===== src/rtl/axioma_adc_seq_if.sv =====
`timescale 1ns/1ps
`default_nettype none
// ============================================================================
// Module      : axioma_adc_seq_if
// Description : AxiomaCore-328 6-bit I/O register bus bundle used by the
//               ADC scan sequencer.
//   io_addr     - register address        (master -> slave)
//   io_data_in  - write data              (master -> slave)
//   io_read     - one-cycle read strobe   (master -> slave)
//   io_write    - one-cycle write strobe  (master -> slave)
//   io_data_out - combinational read data (slave -> master)
// Revision    : 1.0 - initial release
// ============================================================================
interface axioma_adc_seq_if;
  logic [5:0] io_addr;
  logic [7:0] io_data_in;
  logic [7:0] io_data_out;
  logic       io_read;
  logic       io_write;

  modport master (
    output io_addr,
    output io_data_in,
    output io_read,
    output io_write,
    input  io_data_out
  );

  modport slave (
    input  io_addr,
    input  io_data_in,
    input  io_read,
    input  io_write,
    output io_data_out
  );
endinterface
`default_nettype wire


===== src/rtl/axioma_adc_seq.sv =====
`timescale 1ns/1ps
`default_nettype none
// ============================================================================
// Module      : axioma_adc_seq
// Description : Multi-channel ADC scan sequencer. Walks the enabled channels
//               in ascending order, converts each one and pushes
//               {channel, result} entries into a result FIFO.
// Ports       :
//   clk           - system clock
//   reset_n       - synchronous active-low reset
//   bus           - I/O register bus (slave side)
//   ch_sample     - per-channel digitised values, channel k at [k*RES_BITS +: RES_BITS]
//   adc_trigger   - external start trigger (rising edge)
//   adc_interrupt - level interrupt, IE & (DONE | OVR)
//   debug_state   - {state[2:0], busy, cur_ch[3:0]}
// Options     : AXIOMA_ADC_AVG_EN - per-channel averaging of 1/2/4/8 samples
// Revision    : 1.0 - initial release
// ============================================================================
module axioma_adc_seq #(
  parameter int NUM_CH     = 8,
  parameter int RES_BITS   = 10,
  parameter int FIFO_DEPTH = 4,
  parameter int CONV_CLKS  = 13
) (
  input  logic                       clk,
  input  logic                       reset_n,
  axioma_adc_seq_if.slave            bus,
  input  logic [NUM_CH*RES_BITS-1:0] ch_sample,
  input  logic                       adc_trigger,
  output logic                       adc_interrupt,
  output logic [7:0]                 debug_state
);

  localparam int         FAW         = (FIFO_DEPTH > 1) ? $clog2(FIFO_DEPTH) : 1;
  localparam int         ENTRY_W     = RES_BITS + 4;
  localparam logic [7:0] CONV_LAST   = 8'(CONV_CLKS - 1);
  localparam logic [5:0] ADDR_CTRL   = 6'h30;
  localparam logic [5:0] ADDR_MASK   = 6'h31;
  localparam logic [5:0] ADDR_PRESC  = 6'h32;
  localparam logic [5:0] ADDR_STATUS = 6'h33;
  localparam logic [5:0] ADDR_DATAL  = 6'h34;
  localparam logic [5:0] ADDR_DATAH  = 6'h35;
  localparam logic [5:0] ADDR_AVG    = 6'h36;

  typedef enum logic [2:0] {
    S_IDLE    = 3'd0,
    S_SAMPLE  = 3'd1,
    S_CONVERT = 3'd2,
    S_STORE   = 3'd3,
    S_NEXT    = 3'd4
  } state_e;

  // Registers
  state_e              state_q;
  logic                en_q, start_q, cont_q, trigen_q, ie_q;
  logic [NUM_CH-1:0]   mask_q;
  logic [7:0]          presc_q;
  logic                done_q, ovr_q;
  logic                trig_q;
  logic [3:0]          cur_ch_q;
  logic [7:0]          presc_cnt_q;
  logic [7:0]          tick_cnt_q;

  logic [ENTRY_W-1:0]  fifo_mem_q [FIFO_DEPTH];
  logic [FAW-1:0]      wr_ptr_q, rd_ptr_q;
  logic [FAW:0]        count_q;

  // Combinational
  logic                w_wr_ctrl, w_wr_mask, w_wr_presc, w_wr_status;
  logic                w_busy, w_full, w_empty;
  logic                w_tick, w_smp_latch, w_conv_done, w_last_smp;
  logic                w_abort, w_trig_rise, w_start_req, w_start;
  logic                w_push, w_push_ok, w_pop, w_scan_end;
  logic                w_mask_nz, w_next_found;
  logic [3:0]          w_next_ch, w_low_ch;
  logic [RES_BITS-1:0] w_cur_sample, w_store_val;
  logic [ENTRY_W-1:0]  w_head;
  logic [11:0]         w_head_res12;
  logic [7:0]          w_avg_rd;

  assign w_wr_ctrl   = bus.io_write && (bus.io_addr == ADDR_CTRL);
  assign w_wr_mask   = bus.io_write && (bus.io_addr == ADDR_MASK);
  assign w_wr_presc  = bus.io_write && (bus.io_addr == ADDR_PRESC);
  assign w_wr_status = bus.io_write && (bus.io_addr == ADDR_STATUS);

  assign w_busy  = (state_q != S_IDLE);
  assign w_full  = (count_q == (FAW+1)'(FIFO_DEPTH));
  assign w_empty = (count_q == '0);

  // >= rather than == so a PRESC write below the running count still ticks.
  assign w_tick      = (presc_cnt_q >= presc_q);
  assign w_smp_latch = (state_q == S_SAMPLE)  && w_tick && (tick_cnt_q == 8'd1);
  assign w_conv_done = (state_q == S_CONVERT) && w_tick && (tick_cnt_q == CONV_LAST);

  assign w_cur_sample = ch_sample[cur_ch_q*RES_BITS +: RES_BITS];

  // Clearing EN dominates everything else in the same cycle.
  assign w_abort     = w_wr_ctrl && !bus.io_data_in[7];
  assign w_trig_rise = adc_trigger && !trig_q;
  assign w_start_req = (w_wr_ctrl && bus.io_data_in[7] && bus.io_data_in[6]) ||
                       (w_trig_rise && trigen_q && en_q);
  assign w_start     = (state_q == S_IDLE) && w_start_req && w_mask_nz && !w_abort;

  assign w_push     = (state_q == S_STORE) && !w_abort;
  assign w_push_ok  = w_push && !w_full;
  assign w_pop      = bus.io_read && (bus.io_addr == ADDR_DATAH) && !w_empty;
  assign w_scan_end = (state_q == S_NEXT) && !w_abort && !w_next_found;

  // Lowest set mask bit, and lowest set bit strictly above cur_ch.
  always_comb begin
    w_next_found = 1'b0;
    w_next_ch    = 4'd0;
    w_low_ch     = 4'd0;
    for (int i = NUM_CH - 1; i >= 0; i--) begin
      if (mask_q[i]) begin
        w_low_ch = 4'(i);
      end
      if (mask_q[i] && (i > int'(cur_ch_q))) begin
        w_next_found = 1'b1;
        w_next_ch    = 4'(i);
      end
    end
  end
  assign w_mask_nz = |mask_q;

`ifdef AXIOMA_ADC_AVG_EN
  localparam int ACC_W = RES_BITS + 3;

  logic [1:0]       avg_q;
  logic [ACC_W-1:0] acc_q;
  logic [2:0]       smp_cnt_q;
  logic             w_wr_avg;

  assign w_wr_avg    = bus.io_write && (bus.io_addr == ADDR_AVG);
  assign w_last_smp  = (({1'b0, smp_cnt_q} + 4'd1) == (4'd1 << avg_q));
  assign w_store_val = RES_BITS'(acc_q >> avg_q);
  assign w_avg_rd    = {6'd0, avg_q};

  always_ff @(posedge clk) begin
    if (!reset_n) begin
      avg_q     <= 2'd0;
      acc_q     <= '0;
      smp_cnt_q <= 3'd0;
    end else begin
      if (w_wr_avg) begin
        avg_q <= bus.io_data_in[1:0];
      end
      // First sample of a channel restarts the sum.
      if (w_smp_latch) begin
        acc_q <= (smp_cnt_q == 3'd0) ? ACC_W'(w_cur_sample)
                                     : acc_q + ACC_W'(w_cur_sample);
      end
      if (state_q == S_IDLE || state_q == S_STORE) begin
        smp_cnt_q <= 3'd0;
      end else if (w_conv_done) begin
        smp_cnt_q <= smp_cnt_q + 3'd1;
      end
    end
  end
`else
  logic [RES_BITS-1:0] smp_q;

  assign w_last_smp  = 1'b1;
  assign w_store_val = smp_q;
  assign w_avg_rd    = 8'h00;

  always_ff @(posedge clk) begin
    if (!reset_n) begin
      smp_q <= '0;
    end else if (w_smp_latch) begin
      smp_q <= w_cur_sample;
    end
  end
`endif

  // Result FIFO storage
  always_ff @(posedge clk) begin
    if (w_push_ok) begin
      fifo_mem_q[wr_ptr_q] <= {cur_ch_q, w_store_val};
    end
  end

  always_ff @(posedge clk) begin
    if (!reset_n) begin
      wr_ptr_q <= '0;
      rd_ptr_q <= '0;
      count_q  <= '0;
    end else begin
      if (w_push_ok) begin
        wr_ptr_q <= wr_ptr_q + FAW'(1);
      end
      if (w_pop) begin
        rd_ptr_q <= rd_ptr_q + FAW'(1);
      end
      count_q <= count_q + (FAW+1)'(w_push_ok) - (FAW+1)'(w_pop);
    end
  end

  assign w_head       = fifo_mem_q[rd_ptr_q];
  assign w_head_res12 = 12'(w_head[RES_BITS-1:0]);

  // Registers, flags and scan state machine
  always_ff @(posedge clk) begin
    if (!reset_n) begin
      state_q     <= S_IDLE;
      en_q        <= 1'b0;
      start_q     <= 1'b0;
      cont_q      <= 1'b0;
      trigen_q    <= 1'b0;
      ie_q        <= 1'b0;
      mask_q      <= '0;
      presc_q     <= 8'd0;
      done_q      <= 1'b0;
      ovr_q       <= 1'b0;
      trig_q      <= 1'b0;
      cur_ch_q    <= 4'd0;
      presc_cnt_q <= 8'd0;
      tick_cnt_q  <= 8'd0;
    end else begin
      trig_q <= adc_trigger;

      if (w_wr_ctrl) begin
        en_q     <= bus.io_data_in[7];
        cont_q   <= bus.io_data_in[5];
        trigen_q <= bus.io_data_in[4];
        ie_q     <= bus.io_data_in[3];
      end
      if (w_wr_mask) begin
        mask_q <= bus.io_data_in[NUM_CH-1:0];
      end
      if (w_wr_presc) begin
        presc_q <= bus.io_data_in;
      end

      // Hardware set is applied after the W1C so it wins on a collision.
      if (w_wr_status && bus.io_data_in[0]) begin
        done_q <= 1'b0;
      end
      if (w_wr_status && bus.io_data_in[1]) begin
        ovr_q <= 1'b0;
      end
      if (w_scan_end) begin
        done_q <= 1'b1;
      end
      if (w_push && w_full) begin
        ovr_q <= 1'b1;
      end

      if (w_abort) begin
        state_q <= S_IDLE;
        start_q <= 1'b0;
      end else begin
        case (state_q)
          S_IDLE: begin
            if (w_start) begin
              state_q     <= S_SAMPLE;
              start_q     <= 1'b1;
              cur_ch_q    <= w_low_ch;
              presc_cnt_q <= 8'd0;
              tick_cnt_q  <= 8'd0;
            end
          end
          S_SAMPLE: begin
            if (w_tick) begin
              presc_cnt_q <= 8'd0;
              if (tick_cnt_q == 8'd1) begin
                state_q    <= S_CONVERT;
                tick_cnt_q <= 8'd0;
              end else begin
                tick_cnt_q <= tick_cnt_q + 8'd1;
              end
            end else begin
              presc_cnt_q <= presc_cnt_q + 8'd1;
            end
          end
          S_CONVERT: begin
            if (w_tick) begin
              presc_cnt_q <= 8'd0;
              if (tick_cnt_q == CONV_LAST) begin
                tick_cnt_q <= 8'd0;
                state_q    <= w_last_smp ? S_STORE : S_SAMPLE;
              end else begin
                tick_cnt_q <= tick_cnt_q + 8'd1;
              end
            end else begin
              presc_cnt_q <= presc_cnt_q + 8'd1;
            end
          end
          S_STORE: begin
            state_q <= S_NEXT;
          end
          S_NEXT: begin
            presc_cnt_q <= 8'd0;
            tick_cnt_q  <= 8'd0;
            if (w_next_found) begin
              cur_ch_q <= w_next_ch;
              state_q  <= S_SAMPLE;
            end else if (cont_q && w_mask_nz) begin
              cur_ch_q <= w_low_ch;
              state_q  <= S_SAMPLE;
            end else begin
              state_q <= S_IDLE;
              start_q <= 1'b0;
            end
          end
          default: begin
            state_q <= S_IDLE;
            start_q <= 1'b0;
          end
        endcase
      end
    end
  end

  // Register read mux; FIFO head reads as 0 while empty.
  always_comb begin
    bus.io_data_out = 8'h00;
    if (bus.io_read) begin
      case (bus.io_addr)
        ADDR_CTRL:   bus.io_data_out = {en_q, start_q, cont_q, trigen_q, ie_q, 3'b000};
        ADDR_MASK:   bus.io_data_out = 8'(mask_q);
        ADDR_PRESC:  bus.io_data_out = presc_q;
        ADDR_STATUS: bus.io_data_out = {w_busy, w_full, w_empty, 3'b000, ovr_q, done_q};
        ADDR_DATAL:  bus.io_data_out = w_empty ? 8'h00 : w_head_res12[7:0];
        ADDR_DATAH:  bus.io_data_out = w_empty ? 8'h00 :
                                       {w_head[ENTRY_W-1:RES_BITS], w_head_res12[11:8]};
        ADDR_AVG:    bus.io_data_out = w_avg_rd;
        default:     bus.io_data_out = 8'h00;
      endcase
    end
  end

  assign adc_interrupt = ie_q & (done_q | ovr_q);
  assign debug_state   = {state_q, w_busy, cur_ch_q};

endmodule
`default_nettype wire


===== src/flat_wrapper.sv =====
// flat-port wrapper written by rule: the top's interface ports become plain ports
module axioma_adc_seq_flat 
#(
  parameter int NUM_CH     = 8,
  parameter int RES_BITS   = 10,
  parameter int FIFO_DEPTH = 4,
  parameter int CONV_CLKS  = 13
)
  (clk, reset_n, ch_sample, adc_trigger, adc_interrupt, debug_state, bus_io_addr, bus_io_data_in, bus_io_read, bus_io_write, bus_io_data_out);
  axioma_adc_seq_if bus_i ();
  input  logic clk;
  input  logic reset_n;
  input  logic [NUM_CH*RES_BITS-1:0] ch_sample;
  input  logic adc_trigger;
  output logic adc_interrupt;
  output logic [7:0] debug_state;
  input wire logic [$bits(bus_i.io_addr)-1:0] bus_io_addr;
  input wire logic [$bits(bus_i.io_data_in)-1:0] bus_io_data_in;
  input wire logic [$bits(bus_i.io_read)-1:0] bus_io_read;
  input wire logic [$bits(bus_i.io_write)-1:0] bus_io_write;
  output wire logic [$bits(bus_i.io_data_out)-1:0] bus_io_data_out;
  assign bus_i.io_addr = bus_io_addr;
  assign bus_i.io_data_in = bus_io_data_in;
  assign bus_i.io_read = bus_io_read;
  assign bus_i.io_write = bus_io_write;
  assign bus_io_data_out = bus_i.io_data_out;
  axioma_adc_seq #(.NUM_CH(NUM_CH), .RES_BITS(RES_BITS), .FIFO_DEPTH(FIFO_DEPTH), .CONV_CLKS(CONV_CLKS)) u_core (.clk(clk), .reset_n(reset_n), .bus(bus_i), .ch_sample(ch_sample), .adc_trigger(adc_trigger), .adc_interrupt(adc_interrupt), .debug_state(debug_state));
endmodule

===== config.mk =====
export PLATFORM = sky130hd
export DESIGN_NAME = axioma_adc_seq_flat
export DESIGN_NICKNAME = d
export VERILOG_FILES = /design/src/rtl/axioma_adc_seq_if.sv /design/src/rtl/axioma_adc_seq.sv /design/src/flat_wrapper.sv
export SDC_FILE = /design/constraint.sdc
export NUM_CORES = 1
export LEC_CHECK = 0
export CAP_MARGIN = 40
export CELL_PAD_IN_SITES_DETAIL_PLACEMENT = 0
export CELL_PAD_IN_SITES_GLOBAL_PLACEMENT = 1
export CORE_ASPECT_RATIO = 0.8
export CORE_MARGIN = 2
export CORE_UTILIZATION = 39
export CTS_CLUSTER_DIAMETER = 50
export DETAILED_ROUTE_END_ITERATION = 8
export HOLD_SLACK_MARGIN = 0.08
export PLACE_DENSITY = 0.79
export SYNTH_ARGS = -nofsm -noshare
export SYNTH_HDL_FRONTEND = slang
export SYNTH_SLANG_ARGS = --single-unit

===== constraint.sdc =====
create_clock -name clk -period 7.2 [get_ports clk]
set_input_delay 1.44 -clock clk [delete_from_list [all_inputs] [get_ports clk]]
set_output_delay 1.44 -clock clk [all_outputs]
set_load 0.01 [all_outputs]

==> summary.txt <==
Worst path slowest cell - clkdlybuf4s50_1
Seq cells post-synth - 117
Routed Antenna Nets - 0
Setup Buffers After CTS - 0
WL final - 16770 um
ANT cells - 0
Routed len/inst - 18.68 um
HP Class - flip-flop to flip-flop
Cells on worst reg2reg path - 3
EDFF count, synth - 52
Largest cells by area after synthesis - edfxtp_1 24%, dfxtp_1 20%, mux4_2 13%, mux2i_1 6.4%, nor2b_1 3.8%
Required time worst endpoint - 5.76 ns
Fillcell total - 1387
Total number of vias - 4849
CTS Buffer Depth - 2
Worst slack at placement - 1.780 ns
Top delay family on crit path - buffers and inverters
Layout cells sized above 1 - 14.35%
Cell row count - 41
DIE HEIGHT - 118.7 um
Initial antenna violation count - 0
Hold_buf cts - 0
Largest net degree at the start of global routing - 60
Worst Tran Pin Value - 0.8990 ns
Number of remaining DRC errors - 0
P_leak - 3.096 nW
Max Freq - 183.8 MHz
Fin. Hold Viols - 0
Critical path class - input port to primary output
Area used by multi-input combinational logic - 3307 um^2
Die ar. - 17510 um^2
Htree depth - 4
Worst Setup End Kind - primary output
Core area - 15950 um^2
Pre-Repair DR Iteration Count - 5
Die width - 147.4 um
Syn Nets - 675
Num CTS Buffers - 17
Crit path launch type - input port
Post-cts gate resize count - 0
Via density - 5.400
HPWL Detailed - 12440 um
CP max FO - 20
Crit path DAT - 4.00 ns
Area grow syn2layout - 30.18%
Crit-path cells - clkdlybuf4s50_1 > mux4_2 > o22ai_1 > and2_1 > clkdlybuf4s50_1
Hold depth - 2
Max stage delay on crit path - 1.06 ns
Gr ovfl total - 0
Setup TNS - 0 ns
Status - finished, final reports clean
Mapped Avg Cell Area - 11.52 um^2
Vias in the first global route - 4800
Async set-reset flop share out of synthesis - 0%
Cell count after synthesis - 557
CTS tree - yes
Distinct cells, synth - 68
Clk_lat worst skew - 0.41 ns
Max Cap Violations - 0
Final Skew - 0.008991 ns
Primary FF master, synth - dfxtp_1
Register area share after synthesis - 44.60%
Layout Nets - 788
Final GP Congestion - 0.8023
Relative slew margins - 39.88%
Port Buf Inserts - 114
Yosys warnings - 0
GRT Overall Usage - 20.00%
WP depth - 5
First-pass GRT wire length - 26830 um
Unrepaired setup endpoints after global routing - no
Worst Path Buf+Inv - 2
Clock slew seen by the registers of the worst setup and hold paths - 0.06 ns
Crit path time final - 5.440 ns
Top cells by count, synth - 65 x dfxtp_1, 52 x edfxtp_1, 41 x mux2i_1, 39 x nor2b_1, 38 x nor2_1
Power Density - 200.2 nW/um^2
Final WS setup - 1.760 ns
Critical path's most frequent cell - clkdlybuf4s50_1
# IOs - 116
Fin. max-slew vios - 0
Synth top area share - 24.33%
DRT iter0 DRCs - 396
Synth Cell Area - 6419 um^2
Initial Utilization - 40.23%
Maximum VDD drop - 0.0001137 V
Clock sink count - 117
FF/Latch Area - 2864 um^2
Fin crit share - 75.55%
Most frequent cell after synthesis - dfxtp_1
Setup violators final - 0
Leading area contributor after synthesis - edfxtp_1
Root Driver - clkbuf_16
==> cells in the final DEF, fill, tap and decap left out, types with 17 or more instances in the layout <==
cell / netlist / final
clkdlybuf4s50_1: 0 / 114
dfxtp_1: 65 / 64
edfxtp_1: 52 / 52
mux2i_1: 41 / 41
nor2b_1: 39 / 39
nor2_1: 38 / 38
mux4_2: 36 / 36
nand2_1: 29 / 29
inv_1: 26 / 26
ha_1: 18 / 18
clkbuf_16: 0 / 17
==> worst register-to-register path, stage by stage (launching register included) <==
cell and delay [ns]:
dfxtp_1 0.63, nand3_1 0.34, nor3_2 0.59, and2_1 0.70
==> cell type report <==
| type | count | area share, % |
|---|---|---|
| Clock inverter | 15 | 1.962 |
| Inverter | 27 | 1.213 |
| Clock buffer | 17 | 5.091 |
| Sequential cell | 117 | 34.28 |
| Tap cell | 215 | 3.220 |
| Multi-Input combinational cell | 385 | 39.58 |
| Timing Repair Buffer | 122 | 14.66 |
==> routing by layer <==
metal | vias up | GRT usage (%) | wire (um)
met1 | 2386 | 29.26 | 8240
met3 | 14 | 5.174 | 905
met2 | 150 | 30.05 | 7492
met4 | 0 | 3.966 | 133
li1 | 2299 | - | -
met5 | - | 0 | 0
==> where the power goes <==
| part | switching (W) | total (W) | internal [W] |
|---|---|---|---|
| combinational | 0.0000560 | 0.000138 | 0.0000815 |
| clock | 0.000301 | 0.000839 | 0.000538 |
| sequential | 0.00000561 | 0.000696 | 0.000691 |
==> sequential cells by signal (all words and copies together) (netlist names), 2 cells and up, named ones only <==
signal	count
u_core.presc_q	8
u_core.rd_ptr_q	2
u_core.cur_ch_q	3
u_core.tick_cnt_q	8
u_core.wr_ptr_q	2
u_core.fifo_mem_q	52
u_core.count_q	3
u_core.smp_q	10
u_core.state_q	3
u_core.presc_cnt_q	8
u_core.mask_q	8
==> kinds of logic after synthesis <==
| family | after synthesis | share of synthesized area, % |
|---|---|---|
| and+or+nand+nor | 184 | 15.71 |
| DFF | 117 | 44.60 |
| muxes | 88 | 20.96 |
| AOI/OAI and AO/OA | 80 | 9.065 |
| buffers and inverters | 55 | 3.879 |
| adders and majority gates | 20 | 3.977 |
| xor gates and xnor gates | 12 | 1.755 |
| other | 1 | 0.05842 |
==> through the flow <==
stage               hold slack, ns  area (um^2)  util (%)  power (W)  instances
floorplan                   0.4317         6419         -  0.0007741        557
global placement            0.4733         7720     48.39  0.0008439        863
detailed placement          0.4816         7766     48.68  0.0008475        866
CTS                         0.4924         8356     52.37   0.001685        898
global route                0.5160         8356     52.37   0.001725        898
finish                      0.4933         8356     52.37   0.001673        898
==> worst paths after layout <==
| check | from | end | slack [ns] |
|---|---|---|---|
| hold / removal | u_core.tick_cnt_q[7] | u_core.tick_cnt_q[7] | 0.49 |
| setup / recovery | bus_io_addr[0] | bus_io_data_out[5] | 1.76 |
| hold reg to reg | u_core.tick_cnt_q[7] | u_core.tick_cnt_q[7] | 0.49 |
| setup reg to reg | u_core.state_q[0] | u_core.fifo_mem_q[0][7] | 4.57 |
Note: power is estimated with default switching activity, not from simulation.
